## config.mk

```make
export PLATFORM = sky130hd
export DESIGN_NAME = jx2_ex_cmp_srupd
export DESIGN_NICKNAME = d
export VERILOG_FILES = /design/src/rtl/jx2_ex_cmp_srupd.sv
export SDC_FILE = /design/constraint.sdc
export NUM_CORES = 1
export LEC_CHECK = 0
export CORE_MARGIN = 2
export CORE_UTILIZATION = 35
export DETAILED_ROUTE_END_ITERATION = 8
export GPL_TIMING_DRIVEN = 0
export PLACE_DENSITY = 0.84
export SYNTH_ARGS = -nofsm -noshare
export SYNTH_HDL_FRONTEND = slang
export SYNTH_SLANG_ARGS = --single-unit
```

## constraint.sdc

```tcl
create_clock -name clock -period 1.9 [get_ports clock]
set_input_delay 0.57 -clock clock [delete_from_list [all_inputs] [get_ports clock]]
set_output_delay 0.57 -clock clock [all_outputs]
set_load 0.01 [all_outputs]
```

## src/rtl/jx2_ex_cmp_srupd.sv

```systemverilog
// jx2_ex_cmp_srupd: two-stage compare-to-SR update.
// Stage 1 captures the compare op and the upstream flags.
// Stage 2 selects the flag for the op, applies the invert bit and writes SR.T / SR.ST.
// A direct SR write (srWrEn) may land on the same edge; the compare owns the bits it writes.
// Optional feature macro: JX2_CMP_SIMD_EN enables packed-word / packed-long compares.
// Without the macro every packed compare retires as illegal.
module jx2_ex_cmp_srupd (
    input  logic       clock,
    input  logic       reset,
    input  logic       exHold,
    input  logic       exFlush,
    input  logic       opValid,
    input  logic [4:0] opCmd,
    input  logic       cmpEqL,
    input  logic       cmpEqQ,
    input  logic       cmpHiL,
    input  logic       cmpHiQ,
    input  logic       cmpHsL,
    input  logic       cmpHsQ,
    input  logic       tstL,
    input  logic       tstQ,
    input  logic [3:0] cmpEqPW,
    input  logic [3:0] cmpHiPW,
    input  logic [3:0] cmpHsPW,
    input  logic [1:0] cmpEqPL,
    input  logic [1:0] cmpHiPL,
    input  logic [1:0] cmpHsPL,
    input  logic       srWrEn,
    input  logic [4:0] srWrVal,
    output logic       srT,
    output logic [3:0] srST,
    output logic       resValid,
    output logic       opIllegal
);

    localparam logic [1:0] KIND_EQ  = 2'b00;
    localparam logic [1:0] KIND_HI  = 2'b01;
    localparam logic [1:0] KIND_HS  = 2'b10;
    localparam logic [1:0] KIND_TST = 2'b11;
    localparam logic [1:0] SIZE_PW  = 2'b10;

    // Stage-1 state. Scalar flags are packed so that {kind, size[0]} indexes them directly.
    logic        s1_valid_q, s1_valid_d;
    logic [4:0]  s1_cmd_q,   s1_cmd_d;
    logic [7:0]  s1_scal_q,  s1_scal_d;
    logic [11:0] s1_pw_q,    s1_pw_d;
    logic [5:0]  s1_pl_q,    s1_pl_d;

    // SR and retire pulses.
    logic        sr_t_q,       sr_t_d;
    logic [3:0]  sr_st_q,      sr_st_d;
    logic        res_valid_q,  res_valid_d;
    logic        op_illegal_q, op_illegal_d;

    // Decoded stage-1 op.
    logic        inv_s;
    logic [1:0]  kind_s;
    logic [1:0]  size_s;
    logic        scal_flag_s;
    logic [3:0]  pw_vec_s;
    logic [1:0]  pl_vec_s;
    logic [3:0]  packed_st_s;
    logic        illegal_s;
    logic [4:0]  sr_base_s;

    // Stage-1 capture: load a new op unless stalled; a flush kills only this stage.
    always_comb begin
        s1_valid_d = s1_valid_q;
        s1_cmd_d   = s1_cmd_q;
        s1_scal_d  = s1_scal_q;
        s1_pw_d    = s1_pw_q;
        s1_pl_d    = s1_pl_q;
        if (!exHold) begin
            s1_valid_d = opValid & ~exFlush;
            s1_cmd_d   = opCmd;
            s1_scal_d  = {tstQ, tstL, cmpHsQ, cmpHsL, cmpHiQ, cmpHiL, cmpEqQ, cmpEqL};
            s1_pw_d    = {cmpHsPW, cmpHiPW, cmpEqPW};
            s1_pl_d    = {cmpHsPL, cmpHiPL, cmpEqPL};
        end else begin
            s1_valid_d = s1_valid_q;
        end
    end

    // Stage-2 evaluation: pick the flag/vector for kind and size and decide legality.
    always_comb begin
        inv_s       = s1_cmd_q[4];
        kind_s      = s1_cmd_q[3:2];
        size_s      = s1_cmd_q[1:0];
        scal_flag_s = s1_scal_q[{kind_s, size_s[0]}];
        case (kind_s)
            KIND_EQ: begin pw_vec_s = s1_pw_q[3:0];  pl_vec_s = s1_pl_q[1:0]; end
            KIND_HI: begin pw_vec_s = s1_pw_q[7:4];  pl_vec_s = s1_pl_q[3:2]; end
            KIND_HS: begin pw_vec_s = s1_pw_q[11:8]; pl_vec_s = s1_pl_q[5:4]; end
            default: begin pw_vec_s = 4'b0000;       pl_vec_s = 2'b00;        end
        endcase
        if (size_s == SIZE_PW) begin
            packed_st_s = pw_vec_s ^ {4{inv_s}};
        end else begin
            packed_st_s = {pl_vec_s[1], pl_vec_s[1], pl_vec_s[0], pl_vec_s[0]} ^ {4{inv_s}};
        end
`ifdef JX2_CMP_SIMD_EN
        illegal_s = size_s[1] & (kind_s == KIND_TST);
`else
        illegal_s = size_s[1];
`endif
    end

    // SR update and retire pulses; everything holds while stalled.
    always_comb begin
        sr_t_d       = sr_t_q;
        sr_st_d      = sr_st_q;
        res_valid_d  = res_valid_q;
        op_illegal_d = op_illegal_q;
        sr_base_s    = srWrEn ? srWrVal : {sr_t_q, sr_st_q};
        if (!exHold) begin
            res_valid_d  = s1_valid_q & ~illegal_s;
            op_illegal_d = s1_valid_q &  illegal_s;
            sr_t_d       = sr_base_s[4];
            sr_st_d      = sr_base_s[3:0];
            if (s1_valid_q && !illegal_s) begin
                if (size_s[1]) begin
                    sr_st_d = packed_st_s;
                    sr_t_d  = &packed_st_s;
                end else begin
                    sr_t_d  = scal_flag_s ^ inv_s;
                end
            end else begin
                sr_t_d = sr_base_s[4];
            end
        end else begin
            sr_t_d = sr_t_q;
        end
    end

    // State registers with synchronous reset that overrides stall, flush and SR writes.
    always_ff @(posedge clock) begin
        if (reset) begin
            s1_valid_q   <= 1'b0;
            s1_cmd_q     <= 5'b00000;
            s1_scal_q    <= 8'h00;
            s1_pw_q      <= 12'h000;
            s1_pl_q      <= 6'b000000;
            sr_t_q       <= 1'b0;
            sr_st_q      <= 4'b0000;
            res_valid_q  <= 1'b0;
            op_illegal_q <= 1'b0;
        end else begin
            s1_valid_q   <= s1_valid_d;
            s1_cmd_q     <= s1_cmd_d;
            s1_scal_q    <= s1_scal_d;
            s1_pw_q      <= s1_pw_d;
            s1_pl_q      <= s1_pl_d;
            sr_t_q       <= sr_t_d;
            sr_st_q      <= sr_st_d;
            res_valid_q  <= res_valid_d;
            op_illegal_q <= op_illegal_d;
        end
    end

    assign srT       = sr_t_q;
    assign srST      = sr_st_q;
    assign resValid  = res_valid_q;
    assign opIllegal = op_illegal_q;

endmodule

```

; After elaboration in Yosys (flattened, before gate mapping)
; Cells that the tools add are included.
[word_totals]
reg_bits = 39
latchBits = 0
mem_bits_rw = 0
mem_bits_ro = 0
inputBits = 42
word_cells = 38
memories = 0
[classes]
add_sub_neg = 0
n_mul = 0
div = 0
n_lt_le_gt_ge = 1
n_eq_ne = 3
shifts = 0
muxes = 10
n_bitwise = 9
reduce_logical = 6
[ops]
columns = cell, n
row1 = two-way mux 4 bit, 3
row2 = one-hot mux 4 bit (3 select lines), 1
row3 = bitwise XOR 4 bit, 2
row4 = one-hot mux 2 bit (3 select lines), 1
row5 = two-way mux 5 bit, 1
row6 = equality test 2 bit (second input constant), 2
row7 = less-than comparator 3 x 4 -> 1 bit (second input constant), 1
row8 = AND reduction 4 bit, 1
row9 = bitwise AND 1 bit, 3
row10 = binary-select mux 1 bit (select 3 bit), 1
row11 = two-way mux 1 bit, 3
row12 = NOT 1 bit, 3
row13 = equality test 2 x 1 -> 1 bit (second input constant), 1
row14 = logical NOT 2 bit, 1
row15 = AND reduction 2 bit, 1
row16 = nonzero test 2 bit, 1
row17 = logical AND 1 bit, 1
row18 = logical NOT 1 bit, 1
row19 = bitwise XOR 1 bit, 1

; Longest topological paths before layout
; Gate-level depths: netlist (run 1).
[logic_depth]
depth_word = 7
mapped_depth = 5
mapped_depth_nobuf = 4

; Least setup slack after synthesis (run 1)
; Ideal clock, no wire load.
[synth_path]
path_type = register to register
startpoint = reg s1_cmd_q[0]
endpoint = reg sr_t_q, in the netlist srT
setup_ns = 0.121
t_arrival_ns = 1.261
required_ns = 1.779
setup_slack_ns = 0.518
path_stages_with_launch = 5
period_less_slack_ns = 1.382
cell_sequence = dfxtp_1 -> mux4_1 -> mux2i_1 -> xor2_1 -> a21oi_1
[synth_via]
elab_chain_cells = 5
elab_cells_between_ends = 8
[synth_rtl]
columns = item, line
row1 = from (decl), 44  ; logic [4:0] s1_cmd_q, s1_cmd_d;
row2 = from (signal assigned), 149  ; s1_cmd_q <= s1_cmd_d;
row3 = binary-select mux 1 bit (select 3 bit) or equality test 2 bit (tied branches), "89, 96"
row4 = two-way mux 1 bit (implied by the code) or two-way mux 4 bit (tied branches), "89, 96"
row5 = bitwise XOR 1 bit or AND reduction 4 bit (tied branches), "125, 123"
row6 = two-way mux 1 bit (*), 121  ; if (size_s[1]) begin
row7 = two-way mux 1 bit (*), 120  ; if (s1_valid_q && !illegal_s) begin
row8 = to (signal assigned), 153  ; sr_t_q <= sr_t_d;
row9 = to (decl), 50  ; logic sr_t_q, sr_t_d;
; Every way passes the cells marked *; elsewhere a longest branch is shown, timed or not. The select of a mux whose other input is x is not followed.
; A chain may end at the register's enable or synchronous reset.

; Final worst setup path (run 1)
[layout_path]
startpoint = reg sr_st_q[0], in the netlist srST[0]
endpoint = out srST[0]
[layout_lines]
columns = item, line
row1 = from (decl), 51  ; logic [3:0] sr_st_q, sr_st_d;
row2 = from (signal assigned), 154  ; sr_st_q <= sr_st_d;
row3 = to (decl), 31  ; output logic [3:0] srST,
; No word-level cell between the ends.

==> flow_summary.ini, run 1 <==
[layout]
drive_gt1_share_pct = 5.88
design_area_um2 = 1210
nets = 162
area_growth_pct = 42.9
fin_cells = 147
antennaDiodeCount = 0

[global_routing]
top_usage_layer = met2
grt_pass1_vias = 667
antenna_found_initial = 0
grt_util_met1_pct = 14.4
grt_use_met2_pct = 24.8
met3_usage_pct = 2.82
track_usage_pct = 13.8
grt_max_degree = 13
grt_pass1_wl_um = 2700
gr-total-overflow = 0

[placement]
placed_cell_area_um2 = 1180
place_congestion = 0.702
portBuffers = 30
dp_hpwl_um = 1350
placed_cells = 143

[critical_path]
crit_type = register to output pin
startpoint_type = register
worst-path-max-fanout = 2
crit_required_ps = 1330
arrival_ps = 1190
cp_num_buf_inv = 1
crit_family = buffers and inverters
end_kind = output pin
crit_slowest_cell = clkdlybuf4s50_1
crit_path_start = srST[0]
crit_chain = clkdlybuf4s50_1
r2r-start = s1_cmd_q[0]
max_stage_delay_ps = 530

[clock_tree]
htreeDepth = 1
cts_tree = done
root_buffer = clkbuf_4
numCtsBuffers = 3
holdBufCountCts = 0
ctsResizeCount = 0
cts_setup_buffers = 0
clk_latency_ps = 310
clock-sinks = 21
cts_buffer_depth = 2
clk_pin_slew_ps = 110

[floorplan]
ios = 49
die_h_um = 53.2
dieArea_um2 = 2830
rows = 17
start_util_pct = 37.5
core_area_um2 = 2250
die_x_um = 53.2

[route]
drt-initial-drc-count = 1
vias = 686
routed_wl_um = 1670
routedWlPerCell_um = 11.4
route.detailed.drc = 0
drtAntennaViolNets = 0
avgViaCountPerCell = 4.67
first_pass_iters = 2

[sta]
grt_setup_unrepaired = false
finalSetupTns_ps = 0
hold_viol_final = 0
max_clock_freq_mhz = 568
finalSetupViolations = 0
finClkSkew_ps = 4.90
finalCritPeriodShare_pct = 92.7
period_needed_ps = 1760
relSlewSlack_pct = 72.6
tightest_slew_ps = 412
drv_slew = 0

[job]
max_cap_violations = 0

[pwr]
power.leakage_uw = 0.000509
peakVddDrop_mv = 0.408
fin_total_pwr_uw = 826
pwr_density_cell_nw_per_um2 = 683

[yosys]
synth-edff-count = 0
ys_ff_latch = 21
syn_nets = 127
async_reset_ff_share_pct = 0
synth_cell_types = 16
synthTopCellsByArea = dfxtp_1, mux2i_1, nor2_1
yosysTopAreaCell = dfxtp_1
synthesis.area_um2 = 846
yosys_warnings = 0
synth_seq_area_share_pct = 49.7
synth_top_area_share_pct = 49.7
syn_area_per_cell_um2 = 9.95
ys.flop_type = dfxtp_1
syn_inst = 85

[min_path]
hold_start = srST[1]
hold_path_class = register to register

[run_status]
outcome = finished clean
[flip-flops by register name (all words and copies together) (netlist names)]
name / cells
srT: 1
resValid: 1
opIllegal: 1
srST: 4
s1_cmd_q: 5
s1_scal_q: 8
s1_valid_q: 1
[worst min-delay path, cell delays in order, from the launching register on]
cell and delay [ps]:
dfxtp_1 340, mux2i_1 60, nor2_1 70
[area by class of cell]
class                           count  area [um2]
Multi-Input combinational cell     54         384
Tap cell                           28        35.0
Clock buffer                        3        22.5
Fill cell                         224        1050
Buffer                              8        33.8
Timing Repair Buffer               30         300
Inverter                            2        7.51
Clock inverter                      1        5.00
Sequential cell                    21         420
[synth_stat cells, types with 2 or more instances]
master / instances
dfxtp_1: 21
clkbuf_1: 4
inv_1: 2
mux2i_1: 18
buf_2: 3
mux4_1: 2
nor2_1: 22
a21oi_1: 5
[routing by layer]
| layer | share of wire, % | wire [um] |
|---|---|---|
| met1 | 42 | 696 |
| met2 | 49 | 816 |
| met3 | 6.9 | 115 |
| met4 | 2.5 | 42 |
| met5 | 0 | 0 |
[stage by stage]
stage / util, % / hold WS (ps) / worst slack, ps
after floorplan: - / 455 / 518
after global placement: 52.4 / 471 / 43.6
final: 53.6 / 504 / 138
after CTS: 53.6 / 511 / 119
after detailed placement: 52.4 / 483 / 31.3
after global routing: 53.6 / 551 / 80.7
[report_power, final]
part | switching, uW | internal, uW
registers | 12.7 | 463
logic | 49.1 | 88.0
clock network | 134 | 78.7
[cells in the final DEF, fill, tap and decap left out]
master	Yosys	routed
a21oi_1	5	5
a31oi_1	1	1
buf_1	1	1
buf_2	3	3
clkbuf_1	4	4
clkbuf_4	0	3
clkdlybuf4s50_1	0	30
clkinv_2	0	1
dfxtp_1	21	21
inv_1	2	2
mux2i_1	18	18
mux4_1	2	2
nand2_1	1	1
nand2b_1	1	1
nor2_1	22	22
nor2b_1	1	1
nor3b_1	1	1
o21ai_0	1	1
xor2_1	1	1
[path summary, 6_finish.rpt]
kind | slack, ps | depth (start not counted) | endpoint
worst max register to register | 410 | 4 | srT
worst min register to register | 500 | 2 | srST[1]
worst min-delay path | 500 | 2 | srST[1]
worst max-delay path | 140 | 1 | srST[0]
[logic make-up after synthesis]
group | count (synthesis) | share of synthesized area (%)
flops | 21 | 49.7
buf+inv | 10 | 4.88
mux | 20 | 27.5
xor+xnor | 1 | 1.04
simple gates | 26 | 12.6
compound gates | 7 | 4.29
No activity file was read; power rests on OpenSTA's default activity.
==> inputs of run 2 (changes only) <==
Settings changed: CAP_MARGIN from default to 20, CTS_CLUSTER_DIAMETER from default to 60.
Clock period 1.9 ns to 1.75 ns, I/O delays scaled along.
==> flow_summary.ini, run 2 (synthesis gave the netlist of run 1 again) <==
[run_status]
outcome = finished clean

[clock_tree]
clk_latency_ps = 310
htreeDepth = 1
numCtsBuffers = 3
cts_setup_buffers = 0
clk_pin_slew_ps = 110
cts_buffer_depth = 2
root_buffer = clkbuf_4
cts_tree = done
clock-sinks = 21

[critical_path]
startpoint_type = register
cp_num_buf_inv = 0
crit_type = register to register
crit_slowest_cell = mux4_1
crit_required_ps = 1960
end_kind = register
max_stage_delay_ps = 580
worst-path-max-fanout = 3
crit_family = multiplexers
arrival_ps = 1700
crit_chain = mux4_1, mux2i_1, xor2_1, a21oi_1

[pwr]
pwr_density_cell_nw_per_um2 = 730
p_int_uw = 682
clockPowerShare_pct = 25.8
pwr-share-seq_pct = 57.8
power.leakage_uw = 0.000629
peakVddDrop_mv = 0.442
combPwrFrac_pct = 16.4
p_sw_uw = 212
swShare_pct = 23.7

[route]
first_pass_iters = 2
vias = 686
routedWlPerCell_um = 11.4
drt-initial-drc-count = 1
route.detailed.drc = 0
routed_wl_um = 1680
drtAntennaViolNets = 0
avgViaCountPerCell = 4.67

[layout]
antennaDiodeCount = 0
drive_gt1_share_pct = 5.88
nets = 162
largest_register_ffs = 8
final_common_cell = clkdlybuf4s50_1
fin_cells = 147
area_growth_pct = 45.0
largest-register = s1_scal_q
mostFrequentLayoutCells = clkdlybuf4s50_1, nor2_1, dfxtp_1

[sta]
relSlewSlack_pct = 72.6
grt_setup_unrepaired = false
hold_viol_final = 0
worst_hold_slack_ps = 499
finalSetupViolations = 0
max_clock_freq_mhz = 671
finClkSkew_ps = 4.90
period_needed_ps = 1490
drv_slew = 0
finalCritPeriodShare_pct = 85.1
tightest_slew_ps = 412

[floorplan]
die_x_um = 53.2
rows = 17
dieArea_um2 = 2830
die_h_um = 53.2
ios = 49
start_util_pct = 37.5
core_area_um2 = 2250

[global_routing]
gr-total-overflow = 0
antenna_found_initial = 0
grt_pass1_vias = 667
track_usage_pct = 13.8
grt_pass1_wl_um = 2700
grt_max_degree = 13

[placement]
dp_hpwl_um = 1350
placed_cells = 143
place_congestion = 0.702
portBuffers = 30

[job]
max_cap_violations = 0

[min_path]
hold_path_class = register to register
[run 2: cell count changes in the layout (fill, tap and decap cells not counted), sizes merged]
cell,before,now
clkdlybuf4s50,30,23
dlymetal6s2s,0,7
[run 2: cell type report]
class | instances | area [um2]
flip-flops and latches | 21 | 420
clock inverters | 1 | 5.00
plain buffers | 8 | 33.8
repair buffers | 30 | 318
clock buffers | 3 | 22.5
inverters | 2 | 7.51
fillers | 219 | 1030
well taps | 28 | 35.0
multi-input cells | 54 | 384
[run 2: what timing repair did]
action | CTS | global route
hold buffers | 0 | 0
setup endpoints to repair | 0 | 7
gates resized for setup | 0 | 7
[run 2: worst register-to-register path: stages, from the launching register on]
cell and delay (ps):
dfxtp_1 390, mux4_1 580, mux2i_1 190, xor2_1 160
a21oi_1 70
[run 2: worst paths after layout]
check	from	end	slack (ps)	depth (start not counted)
worst max-delay path	s1_cmd_q[0]	srT	260	4
worst min-delay path	srST[1]	srST[1]	500	2
worst max register to register	s1_cmd_q[0]	srT	260	4
worst min register to register	srST[1]	srST[1]	500	2
[run 2: through the flow]
step	util [%]	setup WS, ps	area [um2]	TNS, ps	total power, uW
6_report	54.4	260	1230	0	895
3_3_place_gp	52.4	-61.4	1180	-337	673
4_1_cts	53.6	13.9	1210	0	908
3_5_place_dp	52.4	-73.7	1180	-682	678
2_1_floorplan	-	368	846	0	598
5_1_grt	54.4	168	1230	0	941
[run 2: layer usage]
layer | part of all wire [%] | track usage [%] | up-vias
li1 | - | - | 352
met1 | 42 | 14.4 | 304
met2 | 49 | 24.8 | 25
met3 | 7.0 | 2.82 | 5
met4 | 2.5 | 8.97 | 0
met5 | 0 | 0 | -
[run 2: power by group through the flow]
stage | sequential, uW | clock, uW | combinational [uW]
CTS | 517 | 239 | 151
global route | 520 | 259 | 162
global placement | 527 | 0 | 146
floorplan | 528 | 0 | 69.5
detailed placement | 528 | 0 | 150
finish | 517 | 231 | 147
==> inputs of run 3 (changes only) <==
Settings changed: CAP_MARGIN 20 to default, CORE_UTILIZATION 35 to 32, PLACE_DENSITY 0.84 to 0.81.
Clock period 1.75 ns to 1.31 ns, I/O delays scaled along.
==> flow_summary.ini, run 3 (synthesis gave the netlist of run 1 again) <==
[run_status]
outcome = complete, but fails checks
violations = negative setup slack

[sta]
drv_slew = 0
finalCritPeriodShare_pct = 106
relSlewSlack_pct = 82.5
grt_setup_unrepaired = true
finClkSkew_ps = 5.33
max_clock_freq_mhz = 721
tightest_slew_ps = 262
finalWorstSetupSlack_ps = -77.3
finalSetupViolations = 1
period_needed_ps = 1390
hold_viol_final = 0

[floorplan]
rows = 18
start_util_pct = 33.8
ios = 49
dieArea_um2 = 3070
die_x_um = 55.4
core_area_um2 = 2500
die_h_um = 55.4

[layout]
nets = 161
largest-register = s1_scal_q
drive_gt1_share_pct = 15.3
final_util_pct = 47.7
antennaDiodeCount = 0
largest_register_ffs = 8
n_fill_cell = 234
area_growth_pct = 41.0
mostFrequentLayoutCells = clkdlybuf4s50_1, nor2_1, dfxtp_1
design_area_um2 = 1190
final_common_cell = clkdlybuf4s50_1

[global_routing]
top_usage_layer = met2
grt_pass1_vias = 688
track_usage_pct = 12.5
grt_pass1_wl_um = 2980
gr-total-overflow = 0
met3_usage_pct = 1.41
antenna_found_initial = 0
grt_use_met2_pct = 22.8
grt_max_degree = 12
grt_util_met1_pct = 12.5

[route]
route.detailed.drc = 0
vias = 671
first_pass_iters = 3
routed_wl_um = 1770
routedWlPerCell_um = 11.9
drt-initial-drc-count = 4
drtAntennaViolNets = 0
avgViaCountPerCell = 4.53

[critical_path]
rr_worst_depth = 4
crit_type = register to register
end_kind = register
ff2ff_setup_slack_ps = -80
startpoint_type = register
worst-path-max-fanout = 3
setup.worst_path.end = srT
worstReg2RegEnd = srT
arrival_ps = 1590
crit_required_ps = 1520
crit_path_start = s1_cmd_q[0]
r2r-start = s1_cmd_q[0]

[pwr]
fin_total_pwr_uw = 1200
peakVddDrop_mv = 0.632
power.leakage_uw = 0.000506
pwr_density_cell_nw_per_um2 = 1000

[clock_tree]
cts_buffer_depth = 2
clk_pin_slew_ps = 110
htreeDepth = 1
clk_latency_ps = 300
root_buffer = clkbuf_4
cts_tree = done
numCtsBuffers = 3
clock-sinks = 21
cts_setup_buffers = 0
holdBufCountCts = 0

[min_path]
hold_path_class = register to register

[placement]
portBuffers = 30
dp_hpwl_um = 1410
placed_cell_area_um2 = 1180
dp_worst_setup_slack_ps = -428
place_congestion = 0.799

[job]
max_cap_violations = 0
run 3: layout make-up:
| type | instances | area, um2 | share of cell area, % |
|---|---|---|---|
| Inverter | 2 | 7.51 | 0.630 |
| Clock buffer | 4 | 26.3 | 2.20 |
| Buffer | 7 | 38.8 | 3.25 |
| Tap cell | 30 | 37.5 | 3.15 |
| Sequential cell | 21 | 425 | 35.7 |
| Multi-Input combinational cell | 54 | 380 | 31.9 |
| Timing Repair Buffer | 30 | 277 | 23.2 |
run 3: where the power goes:
group	switching, uW	internal, uW	leakage [uW]
Clock	189	119	0.0000150
Sequential	19.9	672	0.000174
Combinational	72.5	125	0.000317
Total	282	916	0.000506
run 3: worst min path at each step:
stage | start | end | slack [ps] | cells after the start
floorplan | s1_scal_q[4] | s1_scal_q[4] | 460 | 2
global placement | s1_scal_q[4] | s1_scal_q[4] | 470 | 2
detailed placement | srST[0] | srST[0] | 490 | 2
CTS | srST[0] | srST[0] | 510 | 2
global route | srST[2] | srST[2] | 540 | 2
finish | s1_scal_q[0] | s1_scal_q[0] | 510 | 2
run 3: critical path: stages, from the launching register on:
cell	delay, ps
dfxtp_4	380
mux4_2	500
mux2i_2	180
xor2_1	160
a21oi_1	70
run 3: stage by stage:
step,cells,setup TNS [ps],hold WS (ps)
global placement,145,-6480,473
CTS,148,-113,509
detailed placement,145,-6900,487
global route,148,-156,541
floorplan,85,0,458
finish,148,-77.3,510
run 3: metal layers:
layer / vias up / routed length, um
li1: 346 / -
met1: 310 / 708
met2: 11 / 941
met3: 4 / 52
met4: 0 / 63
met5: - / 0
run 3: timing repair:
action,4_1_cts,5_1_grt
endpoints found under the hold margin,0,0
cloned,0,0
gates resized for setup,16,13
setup endpoints to repair,25,16
